--- config.mk ---
export PLATFORM = sky130hd
export DESIGN_NAME = vending_input_conditioner
export DESIGN_NICKNAME = d
export VERILOG_FILES = /design/src/rtl/vending_pkg.sv /design/src/rtl/sync_debounce.sv /design/src/rtl/vending_input_conditioner.sv
export SDC_FILE = /design/constraint.sdc
export NUM_CORES = 1
export LEC_CHECK = 0
export ABC_AREA = 0
export BUFFER_PORTS_ARGS = -buffer_cell sky130_fd_sc_hd__clkbuf_2
export CORE_MARGIN = 2
export CORE_UTILIZATION = 52
export DETAILED_ROUTE_END_ITERATION = 10
export PLACE_DENSITY = 0.73
export SLEW_MARGIN = 20
export SYNTH_ARGS = -nofsm -noshare
export SYNTH_HDL_FRONTEND = slang
export SYNTH_SLANG_ARGS = --single-unit
--- constraint.sdc ---
create_clock -name clk -period 1.85 [get_ports clk]
set_clock_uncertainty 0.2 [all_clocks]
set_input_delay 0.0925 -clock clk [delete_from_list [all_inputs] [get_ports clk]]
set_output_delay 0.0925 -clock clk [all_outputs]
set_load 0.01 [all_outputs]
--- src/rtl/vending_pkg.sv ---
// Shared types and default timing constants for the vending front end and its tests.
package vending_pkg;

  localparam int unsigned DEFAULT_DEBOUNCE_CYCLES = 4;
  localparam int unsigned DEFAULT_STUCK_CYCLES    = 64;

  typedef enum logic [2:0] {
    IDLE    = 3'd0,
    QUAL_HI = 3'd1,
    PULSE   = 3'd2,
    HELD    = 3'd3,
    QUAL_LO = 3'd4,
    JAM     = 3'd5
  } coin_state_t;

endpackage

--- src/rtl/sync_debounce.sv ---
// Two-flop synchronizer followed by a stable-value debouncer.
// Emits a one-cycle change strobe whenever the debounced value updates.
module sync_debounce #(
  parameter int unsigned WIDTH           = 2,
  parameter int unsigned DEBOUNCE_CYCLES = 4
) (
  input  logic             clk,
  input  logic             reset,
  input  logic [WIDTH-1:0] din,
  output logic [WIDTH-1:0] dout,
  output logic             change
);

  localparam int unsigned   CW   = $clog2(DEBOUNCE_CYCLES + 1);
  localparam logic [CW-1:0] LAST = CW'(DEBOUNCE_CYCLES - 1);

  logic [WIDTH-1:0] s1;
  logic [WIDTH-1:0] s2;
  logic [WIDTH-1:0] cand;
  logic [CW-1:0]    scnt;

  always_ff @(posedge clk or negedge reset) begin
    if (!reset) begin
      s1     <= '0;
      s2     <= '0;
      cand   <= '0;
      scnt   <= '0;
      dout   <= '0;
      change <= 1'b0;
    end else begin
      s1     <= din;
      s2     <= s1;
      change <= 1'b0;
      if (s2 != cand) begin
        cand <= s2;
        scnt <= '0;
      end else if (scnt == LAST) begin
        // Saturated: only publish when the stable candidate is actually new.
        if (cand != dout) begin
          dout   <= cand;
          change <= 1'b1;
        end
      end else begin
        scnt <= scnt + 1'b1;
      end
    end
  end

endmodule

--- src/rtl/vending_input_conditioner.sv ---
// Conditions the raw coin sensor (debounce, one pulse per coin, jam detection)
// and the product selector switch for vending_design.
module vending_input_conditioner
  import vending_pkg::*;
#(
  parameter int unsigned DEBOUNCE_CYCLES = DEFAULT_DEBOUNCE_CYCLES,
  parameter int unsigned STUCK_CYCLES    = DEFAULT_STUCK_CYCLES
) (
  input  logic       clk,
  input  logic       reset,
  input  logic       coin_raw,
  input  logic [1:0] select_raw,
  output logic       coin,
  output logic [1:0] select,
  output logic       select_strobe,
  output logic       coin_jam
);

  localparam int unsigned      CNT_W      = $clog2(STUCK_CYCLES + 1);
  localparam logic [CNT_W-1:0] DEB_LAST   = CNT_W'(DEBOUNCE_CYCLES - 1);
  localparam logic [CNT_W-1:0] STUCK_LAST = CNT_W'(STUCK_CYCLES - 1);

  logic             coin_s1;
  logic             cs;
  coin_state_t      state;
  coin_state_t      state_nx;
  logic [CNT_W-1:0] cnt;
  logic [CNT_W-1:0] cnt_nx;

  sync_debounce #(
    .WIDTH          (2),
    .DEBOUNCE_CYCLES(DEBOUNCE_CYCLES)
  ) u_select (
    .clk   (clk),
    .reset (reset),
    .din   (select_raw),
    .dout  (select),
    .change(select_strobe)
  );

  always_ff @(posedge clk or negedge reset) begin
    if (!reset) begin
      coin_s1 <= 1'b0;
      cs      <= 1'b0;
      state   <= IDLE;
      cnt     <= '0;
    end else begin
      coin_s1 <= coin_raw;
      cs      <= coin_s1;
      state   <= state_nx;
      cnt     <= cnt_nx;
    end
  end

  always_comb begin
    state_nx = state;
    cnt_nx   = cnt;
    case (state)
      IDLE: begin
        if (cs) state_nx = QUAL_HI;
      end
      QUAL_HI: begin
        if (!cs)                  state_nx = IDLE;
        else if (cnt == DEB_LAST) state_nx = PULSE;
        else                      cnt_nx   = cnt + 1'b1;
      end
      PULSE: begin
        state_nx = HELD;
      end
      HELD: begin
        if (!cs)                    state_nx = QUAL_LO;
        else if (cnt == STUCK_LAST) state_nx = JAM;
        else                        cnt_nx   = cnt + 1'b1;
      end
      QUAL_LO: begin
        if (cs)                   state_nx = HELD;
        else if (cnt == DEB_LAST) state_nx = IDLE;
        else                      cnt_nx   = cnt + 1'b1;
      end
      JAM: begin
        if (cs)                   cnt_nx   = '0;
        else if (cnt == DEB_LAST) state_nx = IDLE;
        else                      cnt_nx   = cnt + 1'b1;
      end
      default: state_nx = IDLE;
    endcase
    // Every state entry restarts the shared counter.
    if (state_nx != state) cnt_nx = '0;
  end

  assign coin     = (state == PULSE);
  assign coin_jam = (state == JAM);

endmodule

==> impl_metrics.py <==
metrics = {
    "cts": {
        "cts.sinks": 24,
        "clock_path_buffers": 2,
        "cts-root-buf": "clkbuf_4",
        "clk_pin_slew_ns": 0.14,
        "htreeDepth": 1,
        "cts_tree": "yes",
        "cts_inserted_buffers": 3,
        "insertion_delay_ns": 0.31,
    },
    "global_route": {
        "grt_use_total": 0.227,
        "grt_max_degree": 25,
        "busiest_layer": "met2",
        "antenna_found_initial": 0,
        "use_met1": 0.298,
        "use_met2": 0.373,
        "first_global_vias": 1049,
        "overflow": 0,
        "met3_usage": 0.0395,
        "grt_pass1_wl_um": 4640,
    },
    "yosys": {
        "synthMuxAreaShare": 0.0261,
        "syn_area_um2": 1250,
        "syn_nets": 126,
        "synth_cells": 118,
        "synth_ff_type": "dfrtp_1",
        "ys_ff_latch": 24,
        "synth-edff-count": 0,
        "ys_seq_area_frac": 0.481,
        "synth-compound-area-share": 0.185,
        "async_reset_ff_frac": 1.00,
        "synthDistinctLibCells": 45,
        "synthXorXnorAreaFrac": 0.0351,
        "synth_top_family_by_area": "simple AND/OR/NAND/NOR gates",
        "yosys.area_share.simple": 0.201,
        "synth-adder-area-share": 0.0301,
        "avgSynthCellArea_um2": 10.6,
        "yosys_warnings": 0,
    },
    "floorplanning": {
        "die_area_um2": 2810,
        "rows": 17,
        "start_util": 0.559,
        "die_x_um": 53.0,
        "die_h_um": 53.0,
        "ios": 10,
        "fp.coreArea_um2": 2230,
    },
    "timing": {
        "setup_viol": 9,
        "fin_ws_ns": -0.150,
        "drv_slew": 0,
        "finalCritPeriodShare": 1.08,
        "relSlewSlack": 0.605,
        "fin_setup_tns_ns": -0.620,
        "hold_violations": 0,
        "max_freq_mhz": 500,
        "period_needed_ns": 2.00,
        "rsz0062_at_grt": "yes",
        "tightest_slew_ns": 0.593,
    },
    "drt": {
        "vias": 1180,
        "ant_nets": 0,
        "wire_per_inst_um": 18.9,
        "remaining_drc_errors": 0,
        "drt_iter0_drc": 41,
        "firstDrtPassIters": 4,
        "wl_um": 3560,
        "vias_per_cell": 6.28,
    },
    "place": {
        "globalplace.congestion": 0.878,
        "dp_slack_ns": -0.243,
        "hpwlAfterDp_um": 1870,
        "place_area_um2": 1460,
        "portBuffers": 9,
    },
    "layout": {
        "finish.utilization": 0.789,
        "drive_gt1_frac": 0.450,
        "final_nets": 169,
        "num_antenna_cells": 0,
        "design_area_um2": 1760,
        "area_growth_pct": 41.2,
        "final_common_cell": "buf_4",
        "layout_common_cells": "27 x buf_4, 20 x dfrtp_1, 9 x clkbuf_2",
    },
    "run": {
        "maxCapViolations": 0,
    },
    "worst_setup_path": {
        "end_kind": "flop",
        "r2r-start": "cnt[0]$_DFFE_PN0P_",
        "worstReg2RegEnd": "cnt[1]$_DFFE_PN0P_",
        "rrSetupSlack_ns": -0.15,
        "worstRegToRegCells": 5,
        "cp.required_ns": 1.90,
        "crit_fanout": 7,
        "cp.arrival_ns": 2.05,
        "crit_type": "flop to flop",
        "start_kind": "flop",
    },
    "worst_hold_path": {
        "holdCritPathClass": "input pin to async pin",
    },
    "power_and_ir_drop": {
        "leakage_nw": 0.778,
        "power_density_nw_per_um2": 1040,
        "irDropWorstVdd_uv": 858,
    },
    "outcome": {
        "violations": "negative setup slack",
        "outcome": "complete, but fails checks",
    },
}
## layer usage
metal / part of all wire / up-vias / wire (µm)
met1: 0.42 / 568 / 1480
met2: 0.49 / 56 / 1740
met4: 0.043 / 0 / 152
li1: - / 532 / -
met5: 0 / - / 0
met3: 0.050 / 24 / 177
## through the flow
step | hold slack (ns) | power, W | instances
CTS | 0.126 | 0.00166 | 182
floorplan | -0.403 | 0.000976 | 118
detailed placement | -0.0727 | 0.00125 | 169
global route | 0.170 | 0.00191 | 188
global placement | -0.0845 | 0.00123 | 169
finish | 0.126 | 0.00184 | 188
## worst max path at each step
stage / from / cells past startpoint / to
2_1_floorplan: cnt[0]$_DFFE_PN0P_ / 5 / cnt[0]$_DFFE_PN0P_
3_3_place_gp: cnt[1]$_DFFE_PN0P_ / 5 / cnt[0]$_DFFE_PN0P_
3_5_place_dp: cnt[1]$_DFFE_PN0P_ / 5 / cnt[0]$_DFFE_PN0P_
4_1_cts: cnt[5]$_DFFE_PN0P_ / 4 / cnt[1]$_DFFE_PN0P_
5_1_grt: cnt[4]$_DFFE_PN0P_ / 5 / cnt[1]$_DFFE_PN0P_
6_report: cnt[0]$_DFFE_PN0P_ / 5 / cnt[1]$_DFFE_PN0P_
## state kept, by name, indices dropped and copies added (netlist names), 2 cells and up
signal and flops:
u_select.s1 2, u_select.dout 2, state 3, u_select.cand 2
u_select.s2 2, cnt 7, u_select.scnt 3
## logic make-up (layout without fill, tap and decap cells)
kind of cell / after synthesis / in the layout
AO/OA/AOI/OAI: 31 / 31
adder cells (fa/ha/maj): 3 / 3
flip-flops: 24 / 24
AND/OR/NAND/NOR: 41 / 42
XOR/XNOR: 5 / 5
multiplexers: 3 / 3
buffers and inverters: 11 / 52
## repair_timing
action                                  4_1_cts  5_1_grt
endpoints found under the setup margin        7        9
pin swaps                                     6       10
gates cloned                                  1        0
setup buffers                                 4        6
endpoints found under the hold margin        27        0
gates resized for setup                       9       21
hold buffers                                  4        0
## worst max-delay path, cell delays in order (launching register included)
cell	delay [ns]
dfrtp_1	0.40
ha_2	0.21
nor2b_4	0.31
a311oi_4	0.17
or4b_1	0.50
a22oi_2	0.14
## cell usage after synthesis (2+ instances only)
cell type | n | area (µm²)
a21oi_1 | 5 | 25.0
a22oi_1 | 5 | 37.5
buf_2 | 2 | 10.0
clkbuf_1 | 3 | 11.3
dfrtp_1 | 24 | 601
ha_1 | 3 | 37.5
inv_1 | 4 | 15.0
mux2_2 | 2 | 22.5
nand2_1 | 6 | 22.5
nand2b_1 | 3 | 18.8
nand3_1 | 4 | 20.0
nand4_1 | 2 | 12.5
nor2_1 | 8 | 30.0
nor2b_1 | 2 | 12.5
nor3_1 | 2 | 10.0
o21ai_0 | 2 | 10.0
o31ai_1 | 6 | 45.0
or4_1 | 5 | 37.5
xnor2_1 | 4 | 35.0
## power by group
group	switching, W	total, W	internal (W)	leakage [nW]
logic	0.000420	0.000778	0.000358	0.445
registers	0.0000906	0.000679	0.000589	0.305
clock network	0.000160	0.000379	0.000219	0.0279
## final cells by class
type                            count  area, µm²
Multi-Input combinational cell     84        721
Sequential cell                    24        606
Fill cell                         124        472
Timing Repair Buffer               44        333
Tap cell                           28       35.0
Clock inverter                      1       30.0
Clock buffer                        3       22.5
Inverter                            4       15.0
(Power assumes the default switching activity.)
